==> config.mk <==
export PLATFORM = sky130hd
export DESIGN_NAME = rv_fetch_ctrl
export DESIGN_NICKNAME = d
export VERILOG_FILES = /design/src/rtl/rv_fetch_pkg.sv /design/src/rtl/rv_fetch_fifo.sv /design/src/rtl/rv_fetch_ctrl.sv
export SDC_FILE = /design/constraint.sdc
export NUM_CORES = 1
export LEC_CHECK = 0
export CAP_MARGIN = 20
export CELL_PAD_IN_SITES_DETAIL_PLACEMENT = 0
export CELL_PAD_IN_SITES_GLOBAL_PLACEMENT = 2
export CORE_ASPECT_RATIO = 1.5
export CORE_UTILIZATION = 35
export CTS_BUF_LIST = sky130_fd_sc_hd__clkbuf_8
export CTS_CLUSTER_SIZE = 10
export DETAILED_ROUTE_END_ITERATION = 12
export HOLD_SLACK_MARGIN = 0.03
export MAX_ROUTING_LAYER = met4
export PLACE_DENSITY_LB_ADDON = 0.1
export REMOVE_ABC_BUFFERS = 1
export SETUP_SLACK_MARGIN = 0.3
export SYNTH_ARGS = -nofsm -noshare
export SYNTH_HDL_FRONTEND = slang
export SYNTH_HIERARCHICAL = 1
export SYNTH_SLANG_ARGS = --single-unit
==> constraint.sdc <==
create_clock -name i_clk -period 5.9 [get_ports i_clk]
set_clock_uncertainty 0.05 [all_clocks]
set_input_delay 0.59 -clock i_clk [delete_from_list [all_inputs] [get_ports i_clk]]
set_output_delay 0.59 -clock i_clk [all_outputs]
set_load 0.02 [all_outputs]
==> src/rtl/rv_fetch_pkg.sv <==
// Shared types and sizing helpers for the instruction-fetch sequencer.
package rv_fetch_pkg;

   typedef enum logic {
      RUN  = 1'b0,
      HALT = 1'b1
   } fetch_state_e;

   typedef struct packed {
      logic [31:0] instr;
      logic [31:2] pc;
      logic        err;
   } fetch_entry_t;

   localparam int FETCH_DEPTH_DEFAULT = 2;

   // Counters must hold 0..DEPTH inclusive, hence one bit above the pointer width.
   function automatic int fetch_cnt_w(input int depth);
      return $clog2(depth) + 1;
   endfunction

   localparam int FETCH_CNT_W = fetch_cnt_w(FETCH_DEPTH_DEFAULT);

endpackage

==> src/rtl/rv_fetch_fifo.sv <==
// Small synchronous FIFO with flush, no bypass: a push becomes visible the next cycle.
module rv_fetch_fifo
   import rv_fetch_pkg::*;
#(
   parameter int WIDTH = 32,
   parameter int DEPTH = 2
) (
   input  logic                            i_clk,
   input  logic                            i_reset,
   input  logic                            i_flush,
   input  logic                            i_push,
   input  logic [WIDTH-1:0]                i_data,
   input  logic                            i_pop,
   output logic [WIDTH-1:0]                o_data,
   output logic                            o_vld,
   output logic [fetch_cnt_w(DEPTH)-1:0]   o_count
);

   localparam int AW = $clog2(DEPTH);
   localparam int CW = fetch_cnt_w(DEPTH);

   logic [AW-1:0]    wr_ptr_q, wr_ptr_d;
   logic [AW-1:0]    rd_ptr_q, rd_ptr_d;
   logic [CW-1:0]    count_q, count_d;
   logic [WIDTH-1:0] mem_q [DEPTH];
   logic [WIDTH-1:0] mem_d [DEPTH];
   logic             pop_ok;

   assign pop_ok  = i_pop & (count_q != '0);
   assign o_data  = mem_q[rd_ptr_q];
   assign o_vld   = (count_q != '0);
   assign o_count = count_q;

   // Pointer and occupancy update; flush discards everything including a same-cycle push.
   always_comb begin
      wr_ptr_d = wr_ptr_q;
      rd_ptr_d = rd_ptr_q;
      count_d  = count_q;
      if (i_flush) begin
         wr_ptr_d = '0;
         rd_ptr_d = '0;
         count_d  = '0;
      end else begin
         if (i_push) wr_ptr_d = wr_ptr_q + AW'(1);
         if (pop_ok) rd_ptr_d = rd_ptr_q + AW'(1);
         count_d = count_q + CW'(i_push) - CW'(pop_ok);
      end
   end

   // Storage write path.
   always_comb begin
      mem_d = mem_q;
      if (i_push && !i_flush) mem_d[wr_ptr_q] = i_data;
   end

   // Control state register.
   always_ff @(posedge i_clk or posedge i_reset) begin
      if (i_reset) begin
         wr_ptr_q <= '0;
         rd_ptr_q <= '0;
         count_q  <= '0;
      end else begin
         wr_ptr_q <= wr_ptr_d;
         rd_ptr_q <= rd_ptr_d;
         count_q  <= count_d;
      end
   end

   // Storage register; contents are only meaningful under o_vld so no reset.
   always_ff @(posedge i_clk) begin
      mem_q <= mem_d;
   end

   // A push into a full FIFO means the upstream credit accounting is broken.
   always_ff @(posedge i_clk) begin
      if (!i_reset && !i_flush) assert (!(i_push && !pop_ok && (count_q == CW'(DEPTH))));
   end

endmodule

==> src/rtl/rv_fetch_ctrl.sv <==
// Instruction-fetch sequencer: issues word reads under a credit limit, buffers
// in-order responses for decode, discards stale responses after a redirect and
// halts fetching after an access fault until decode redirects.
module rv_fetch_ctrl
   import rv_fetch_pkg::*;
#(
   parameter logic [31:0] RESET_ADDR = 32'h0000_0000,
   parameter int          DEPTH      = 2
) (
   input  logic        i_clk,
   input  logic        i_reset,
   input  logic        i_pc_sel,
   input  logic [31:2] i_pc_target,
   input  logic        i_stall,
   output logic        o_bus_req,
   output logic [31:2] o_bus_addr,
   input  logic        i_bus_gnt,
   input  logic        i_bus_ack,
   input  logic [31:0] i_bus_rdata,
   input  logic        i_bus_err,
   output logic        o_instr_vld,
   output logic [31:0] o_instr,
   output logic [31:2] o_instr_pc,
   output logic        o_instr_err,
   output logic        o_busy
);

   localparam int CW  = fetch_cnt_w(DEPTH);
   localparam int CWP = CW + 1;
   localparam logic [CW:0] DEPTH_LIM = CWP'(DEPTH);

   fetch_state_e  state_q, state_d;
   logic [31:2]   req_pc_q, req_pc_d;
   logic [CW-1:0] disc_q, disc_d;

   fetch_entry_t  ififo_wdata, ififo_rdata;
   logic          ififo_push, ififo_vld;
   logic [CW-1:0] ififo_count;

   logic [31:2]   pcq_rdata;
   logic          pcq_vld;
   logic [CW-1:0] pcq_count;

   logic          pop, issue_ok, gnt_fire, ack_fire;
   logic [CW:0]   credit_sum;

   // The in-flight PC queue depth doubles as the outstanding-read count.
   assign pop        = ififo_vld & ~i_stall;
   assign credit_sum = {1'b0, ififo_count} + {1'b0, pcq_count} - CWP'(pop);
   assign issue_ok   = credit_sum < DEPTH_LIM;
   assign o_bus_req  = ~i_reset & (state_q == RUN) & issue_ok & ~i_pc_sel;
   assign o_bus_addr = req_pc_q;
   assign gnt_fire   = o_bus_req & i_bus_gnt;
   assign ack_fire   = i_bus_ack & pcq_vld;

   assign o_instr_vld = ififo_vld;
   assign o_instr     = ififo_vld ? ififo_rdata.instr : '0;
   assign o_instr_pc  = ififo_vld ? ififo_rdata.pc    : '0;
   assign o_instr_err = ififo_vld ? ififo_rdata.err   : 1'b0;
   assign o_busy      = (pcq_count != '0) | (disc_q != '0);

   // Next-state: redirect overrides grants, responses and fault handling.
   always_comb begin
      state_d     = state_q;
      req_pc_d    = req_pc_q;
      disc_d      = disc_q;
      ififo_push  = 1'b0;
      ififo_wdata = '{instr: i_bus_rdata, pc: pcq_rdata, err: i_bus_err};
      if (i_pc_sel) begin
         state_d  = RUN;
         req_pc_d = i_pc_target;
         disc_d   = pcq_count + CW'(gnt_fire) - CW'(ack_fire);
      end else begin
         if (gnt_fire) req_pc_d = req_pc_q + 30'd1;
         if (ack_fire) begin
            if (disc_q != '0) begin
               disc_d = disc_q - CW'(1);
            end else begin
               ififo_push = 1'b1;
               if (i_bus_err) state_d = HALT;
            end
         end
      end
   end

   // Control registers.
   always_ff @(posedge i_clk or posedge i_reset) begin
      if (i_reset) begin
         state_q  <= RUN;
         req_pc_q <= RESET_ADDR[31:2];
         disc_q   <= '0;
      end else begin
         state_q  <= state_d;
         req_pc_q <= req_pc_d;
         disc_q   <= disc_d;
      end
   end

   rv_fetch_fifo #(
      .WIDTH ($bits(fetch_entry_t)),
      .DEPTH (DEPTH)
   ) u_instr_fifo (
      .i_clk   (i_clk),
      .i_reset (i_reset),
      .i_flush (i_pc_sel),
      .i_push  (ififo_push),
      .i_data  (ififo_wdata),
      .i_pop   (pop),
      .o_data  (ififo_rdata),
      .o_vld   (ififo_vld),
      .o_count (ififo_count)
   );

   rv_fetch_fifo #(
      .WIDTH (30),
      .DEPTH (DEPTH)
   ) u_pc_queue (
      .i_clk   (i_clk),
      .i_reset (i_reset),
      .i_flush (1'b0),
      .i_push  (gnt_fire),
      .i_data  (req_pc_q),
      .i_pop   (ack_fire),
      .o_data  (pcq_rdata),
      .o_vld   (pcq_vld),
      .o_count (pcq_count)
   );

endmodule
[After elaboration in Yosys (flattened, before gate mapping)]
Index checks and enable logic that the tools add are counted.
Widths: inputs -> output; s select.
Operators by class
  add/subtract/negate cells: 13
  multiply operators: 0
  divide/modulo/power cells: 0
  order comparisons: 7
  equality and inequality tests: 1
  shift operators: 0
  multiplexer cells: 32
  bitwise logic cells: 17
  reductions and logical operators: 15
Operator list (count)
  $mux 63: 4
  $mux 30: 7
  $bwmux 126: 1
  $demux 63 s1: 1
  $bwmux 60: 1
  $mux 32: 1
  $add 30x1->30 const B: 1
  $demux 30 s1: 1
  $reduce_bool 2->1: 9
  $mux 1: 12
  $and 1x1->1: 8
  $ge 2x2->1 const B: 4
  $mux 2: 4
  $not 1->2: 4
  $sub 2x1->2: 3
  $add 1x1->1 const B: 4
  $add 2x1->2: 2
  $lt 2x1->1 const B: 2
  $not 1->1: 4
  $add 2x2->3: 1
  $logic_and 1x1->1: 3
  $lt 3x2->1 const B: 1
  $reduce_and 3->1: 1
  $sub 3x1->3: 1
  5 further kinds: 5
Word-level totals
  register bits: 227
  bits in latches: 0
  memory bits (writable): 0
  memory bits (read-only): 0
  input port bits: 69
  output and inout port bits: 96
  word-level logic and storage cells: 98
  memories: 0

[Longest topological paths before layout]
  depth in word-level cells: 10
  depth in mapped cells: 15
  gate-level depth less buffers: 14

[Modules after synthesis]
Netlist, hierarchy kept.
Modules (own cells, without submodules)
  rv_fetch_fifo at u_instr_fifo: times used 1, cells each 217, area an instance 4798.4 µm², sequential area each 3883.7 µm²
  rv_fetch_ctrl: times used 1, cells each 301, area an instance 2439.8 µm², sequential area each 825.8 µm²
  rv_fetch_fifo at u_pc_queue: times used 1, cells each 114, area an instance 2398.6 µm², sequential area each 1901.8 µm²

[Worst setup path after synthesis]
OpenSTA, ideal clock, no wires.
  path kind: input port to flip-flop
  start point: input i_pc_sel
  end point: register u_instr_fifo/mem_q[100] (netlist name), enable pin
  library setup time: 0.575 ns
  data arrival time: 5.726 ns
  data required time: 5.275 ns
  path slack: -0.450 ns
  stages on the path: 4
  path buffers: 1
  cells stage by stage: clkbuf_1 > inv_1 > and3_1 > nor3b_1
On the way
  cells in the longest elaborated chain, start to end: 2
  elaborated cells on any way between the ends: 3
  those cells by class: mux: 1; reduce/logical: 2
RTL lines
  start: declaration: RTL line rv_fetch_ctrl.sv:12  | input logic i_pc_sel,
  $mux 1: RTL line rv_fetch_ctrl.sv:69  | if (i_pc_sel) begin
  via ififo_push: RTL line rv_fetch_ctrl.sv:37  | logic ififo_push, ififo_vld;
  $logic_and 1x1->1: RTL line rv_fetch_fifo.sv:53  | if (i_push && !i_flush) mem_d[wr_ptr_q] = i_data;
  end signal: assignment: RTL line rv_fetch_fifo.sv:71  | mem_q <= mem_d;
  end: declaration: RTL line rv_fetch_fifo.sv:25  | logic [WIDTH-1:0] mem_q [DEPTH];
The timed path passes the listed nets, and every way through them passes these cells.
A chain may end at the register's enable or synchronous reset.

[Worst setup path in the final report]
  start point: register u_instr_fifo.count_q[0], in the netlist u_instr_fifo/o_count[0]
  end point: output o_bus_req
On the way
  cells in the longest elaborated chain, start to end: 6
  elaborated cells on any way between the ends: 7
  those cells by class: add/sub: 2; order compare: 1; bitwise: 3; reduce/logical: 1
RTL lines
  start: declaration: RTL line rv_fetch_fifo.sv:24  | logic [CW-1:0] count_q, count_d;
  start signal: assignment: RTL line rv_fetch_fifo.sv:65  | count_q <= count_d;
  $reduce_bool 2->1: RTL line rv_fetch_fifo.sv:31  | assign o_vld = (count_q != '0);
  $and 1x1->1: RTL line rv_fetch_ctrl.sv:48  | assign pop = ififo_vld & ~i_stall;
  via pop: RTL line rv_fetch_ctrl.sv:44  | logic pop, issue_ok, gnt_fire, ack_fire;
  $sub 3x1->3: RTL line rv_fetch_ctrl.sv:49  | assign credit_sum = {1'b0, ififo_count} + {1'b0, pcq_count} - CWP'(pop);
  $lt 3x2->1: RTL line rv_fetch_ctrl.sv:50  | assign issue_ok = credit_sum < DEPTH_LIM;
  $and 1x1->1 (2 in a row): RTL line rv_fetch_ctrl.sv:51  | assign o_bus_req = ~i_reset & (state_q == RUN) & issue_ok & ~i_pc_sel;
  end: declaration: RTL line rv_fetch_ctrl.sv:15  | output logic o_bus_req,
The timed path passes the listed nets, and every way through them passes these cells.

==> impl_metrics.tcl <==
set metrics [dict create \
    yosysMostFrequentCell "edfxtp_1" \
    power.density_mw_per_mm2 271 \
    coreArea_mm2 0.0271 \
    antenna_left 0 \
    max-cap-violations 0 \
    hold_class "in2async" \
    use_met2 0.277 \
    r2r_cells 10 \
    fill_cells 2488 \
    critPathBufInv 1 \
    busiest_layer "met2" \
    register_area_mm2 0.00662 \
    crit_path_top_delay_cell "clkdlybuf4s50_1" \
    startpoint "u_instr_fifo/o_count[0]$_DFF_PP0_" \
    fin_crit_ns 4.04 \
    drtPass1Iterations 4 \
    ys_types 41 \
    async_reset_ff_frac 0.181 \
    fmax_mhz 248 \
    post_cts_buffers 0 \
    clock_path_buffers 3 \
    syn-cell-area_mm2 0.00964 \
    worst_slew_pin_slew_ns 1.06 \
    grt_max_degree 66 \
    start_kind "flip-flop" \
    cts_root_buffer "clkbuf_8" \
    cp_cell_sequence "or2_2, nor2b_1, ha_1, nand2b_1, fa_1, nand2_1, nor4_1, clkdlybuf4s50_1" \
    cts-buffers-inserted 36 \
    die_w_um 137 \
    max-slew-margin-rel 0.292 \
    setup_ws_ns 1.86 \
    antenna_cells 0 \
    ys_seq_area_frac 0.686 \
    use_met1 0.178 \
    r2r_slack_ns 2.02 \
    rsz0062_at_grt "false" \
    area_growth_pct 27.6 \
    ys_top_cells_by_count "edfxtp_1 (186), mux2_2 (96), and2_1 (65)" \
    synth_top_area_cell "edfxtp_1" \
    clkLatencyLatePin_ns 0.53 \
    drt_wl_total_um 21500 \
    cp.required_ns 5.26 \
    ys.flop_type "edfxtp_1" \
    cp-end-kind "primary output" \
    critPathMaxStageDelay_ns 0.67 \
    wire_per_inst_um 18.0 \
    synth_cells 632 \
    grtUsageMet3 0.0305 \
    yosys-top-cells-area "edfxtp_1 (58%), mux2_2 (11%), dfrtp_1 (11%)" \
    ys_seq_elements 227 \
    timing.final.crit_share 0.685 \
    run_status "finished, final reports clean" \
    antenna_found_initial 0 \
    path_class "reg2out" \
    placed_area_mm2 0.0117 \
    yosys_warnings 6 \
    vias 5597 \
    die_area_mm2 0.0282 \
    cts.sinks 227 \
    leakage_nw 4.32 \
    maxSlewViolCount 0 \
    final_layout_size_suffix_gt1_frac 0.197 \
    htreeDepth 2 \
    synth_top_area_frac 0.580 \
    critPathMaxFanout 4 \
    hold_buffers 0 \
    crit_end "o_bus_req" \
    first_global_vias 5968 \
    post-route-drc-count 0 \
    ir_worst_vdd_mv 0.121 \
    timing.rr.end "u_pc_queue/mem_q[51]$_DFFE_PP_" \
    post_cts_resized 0 \
    path_clk_slew_ns 0.06 \
    dp.cells 1125 \
    final_cells 1189 \
    drtIter0Drc 179 \
    post-place-ws_ns 1.67 \
    arrival_ns 3.40 \
    r2r-start "u_instr_fifo/o_count[0]$_DFF_PP0_" \
    final_hold_viol_count 0 \
    avgSynthCellArea_um2 15.2 \
    port_buffers 164 \
    worst-path-stages 8 \
    cts_tree "yes" \
    grt_remaining_overflow 0 \
    finalInstanceArea_mm2 0.0123 \
    fp-row-count 74 \
    place_congestion 0.729 \
    critPathTopFamily "simple AND/OR/NAND/NOR gates" \
    ios 165 \
    setup_viol 0 \
    nNetsFinal 901 \
    dp_hpwl_um 13500 \
    avgViaCountPerCell 4.71 \
    start_util 0.355 \
    synth_edf_count 186 \
    grt_pass1_wl_um 32700 \
    multi_input_area_mm2 0.00284 \
    grt_util_all_layers 0.160 \
    die_h_um 205 \
    timing.hold.ws_ns 0.372 \
]
## how the worst min path moves through the flow
stage / start / endpoint / slack (ns) / cells after the start
5_1_grt: i_reset / u_pc_queue/o_count[0]$_DFF_PP0_ / 0.36 / 2
2_1_floorplan: i_reset / u_instr_fifo/o_count[0]$_DFF_PP0_ / 0.31 / 1
4_1_cts: i_reset / u_pc_queue/o_count[0]$_DFF_PP0_ / 0.33 / 2
6_report: i_reset / u_pc_queue/o_count[1]$_DFF_PP0_ / 0.37 / 2
3_3_place_gp: u_pc_queue/mem_q[28]$_DFFE_PP_ / u_instr_fifo/mem_q[29]$_DFFE_PP_ / 0.49 / 1
3_5_place_dp: state_q$_DFFE_PP0P_ / state_q$_DFFE_PP0P_ / 0.49 / 1
## registers in the layout, indices dropped and copies added (netlist names)
name	flops
u_instr_fifo/mem_q	126
u_pc_queue/rd_ptr_q	1
u_instr_fifo/wr_ptr_q	1
u_instr_fifo/o_count	2
u_pc_queue/mem_q	60
o_bus_addr	30
disc_q	2
u_instr_fifo/rd_ptr_q	1
state_q	1
u_pc_queue/wr_ptr_q	1
u_pc_queue/o_count	2
## layout by cell type (no fill, tap or decap), drive strengths merged, types with 7 or more instances in the layout
master	Yosys	routed
xnor2	10	10
nand2	44	44
conb	1	7
xor2	24	24
buf	14	10
edfxtp	186	186
nand4	13	13
and2	65	65
nand3	17	17
dfrtp	41	41
o21ai	31	31
clkbuf	14	38
nor2	11	11
clkdlybuf4s50	0	163
inv	17	28
ha	10	10
mux2	96	96
clkinv	0	13
## cells by family after synthesis
kind of cell,synth area share
flops,0.686
mux,0.113
fa+ha+maj,0.0151
compound gates,0.0193
buf+inv,0.0245
other cells,0.000389
xor+xnor,0.0356
simple gates,0.106
## per-layer routing
| metal | vias up | share of wire | wire [um] |
|---|---|---|---|
| met5 | - | 0 | 0 |
| met4 | 0 | 0.030 | 651 |
| met3 | 45 | 0.052 | 1110 |
| met2 | 168 | 0.52 | 11200 |
| met1 | 2712 | 0.40 | 8510 |
| li1 | 2672 | - | - |
## per-stage QoR
step                      total power [mW]  setup TNS [ns]   util
final                                 3.33               0  0.453
after global routing                  3.48               0  0.453
after CTS                             3.40               0  0.453
after detailed placement              2.16               0  0.430
after global placement                2.16               0  0.430
after floorplan                       1.99          -20.44      -
## layout make-up
cell class | count | area share
clock inverter | 26 | 0.00926
inverter | 17 | 0.00519
clock buffer | 38 | 0.0425
timing repair buffer | 173 | 0.140
sequential | 227 | 0.538
multi-input combinational | 366 | 0.231
tap | 342 | 0.0348
## where the power goes
group / switching (mW) / internal, mW
Combinational: 0.148 / 0.150
Clock: 0.608 / 0.598
Sequential: 0.0502 / 1.78
(Power assumes the default switching activity.)
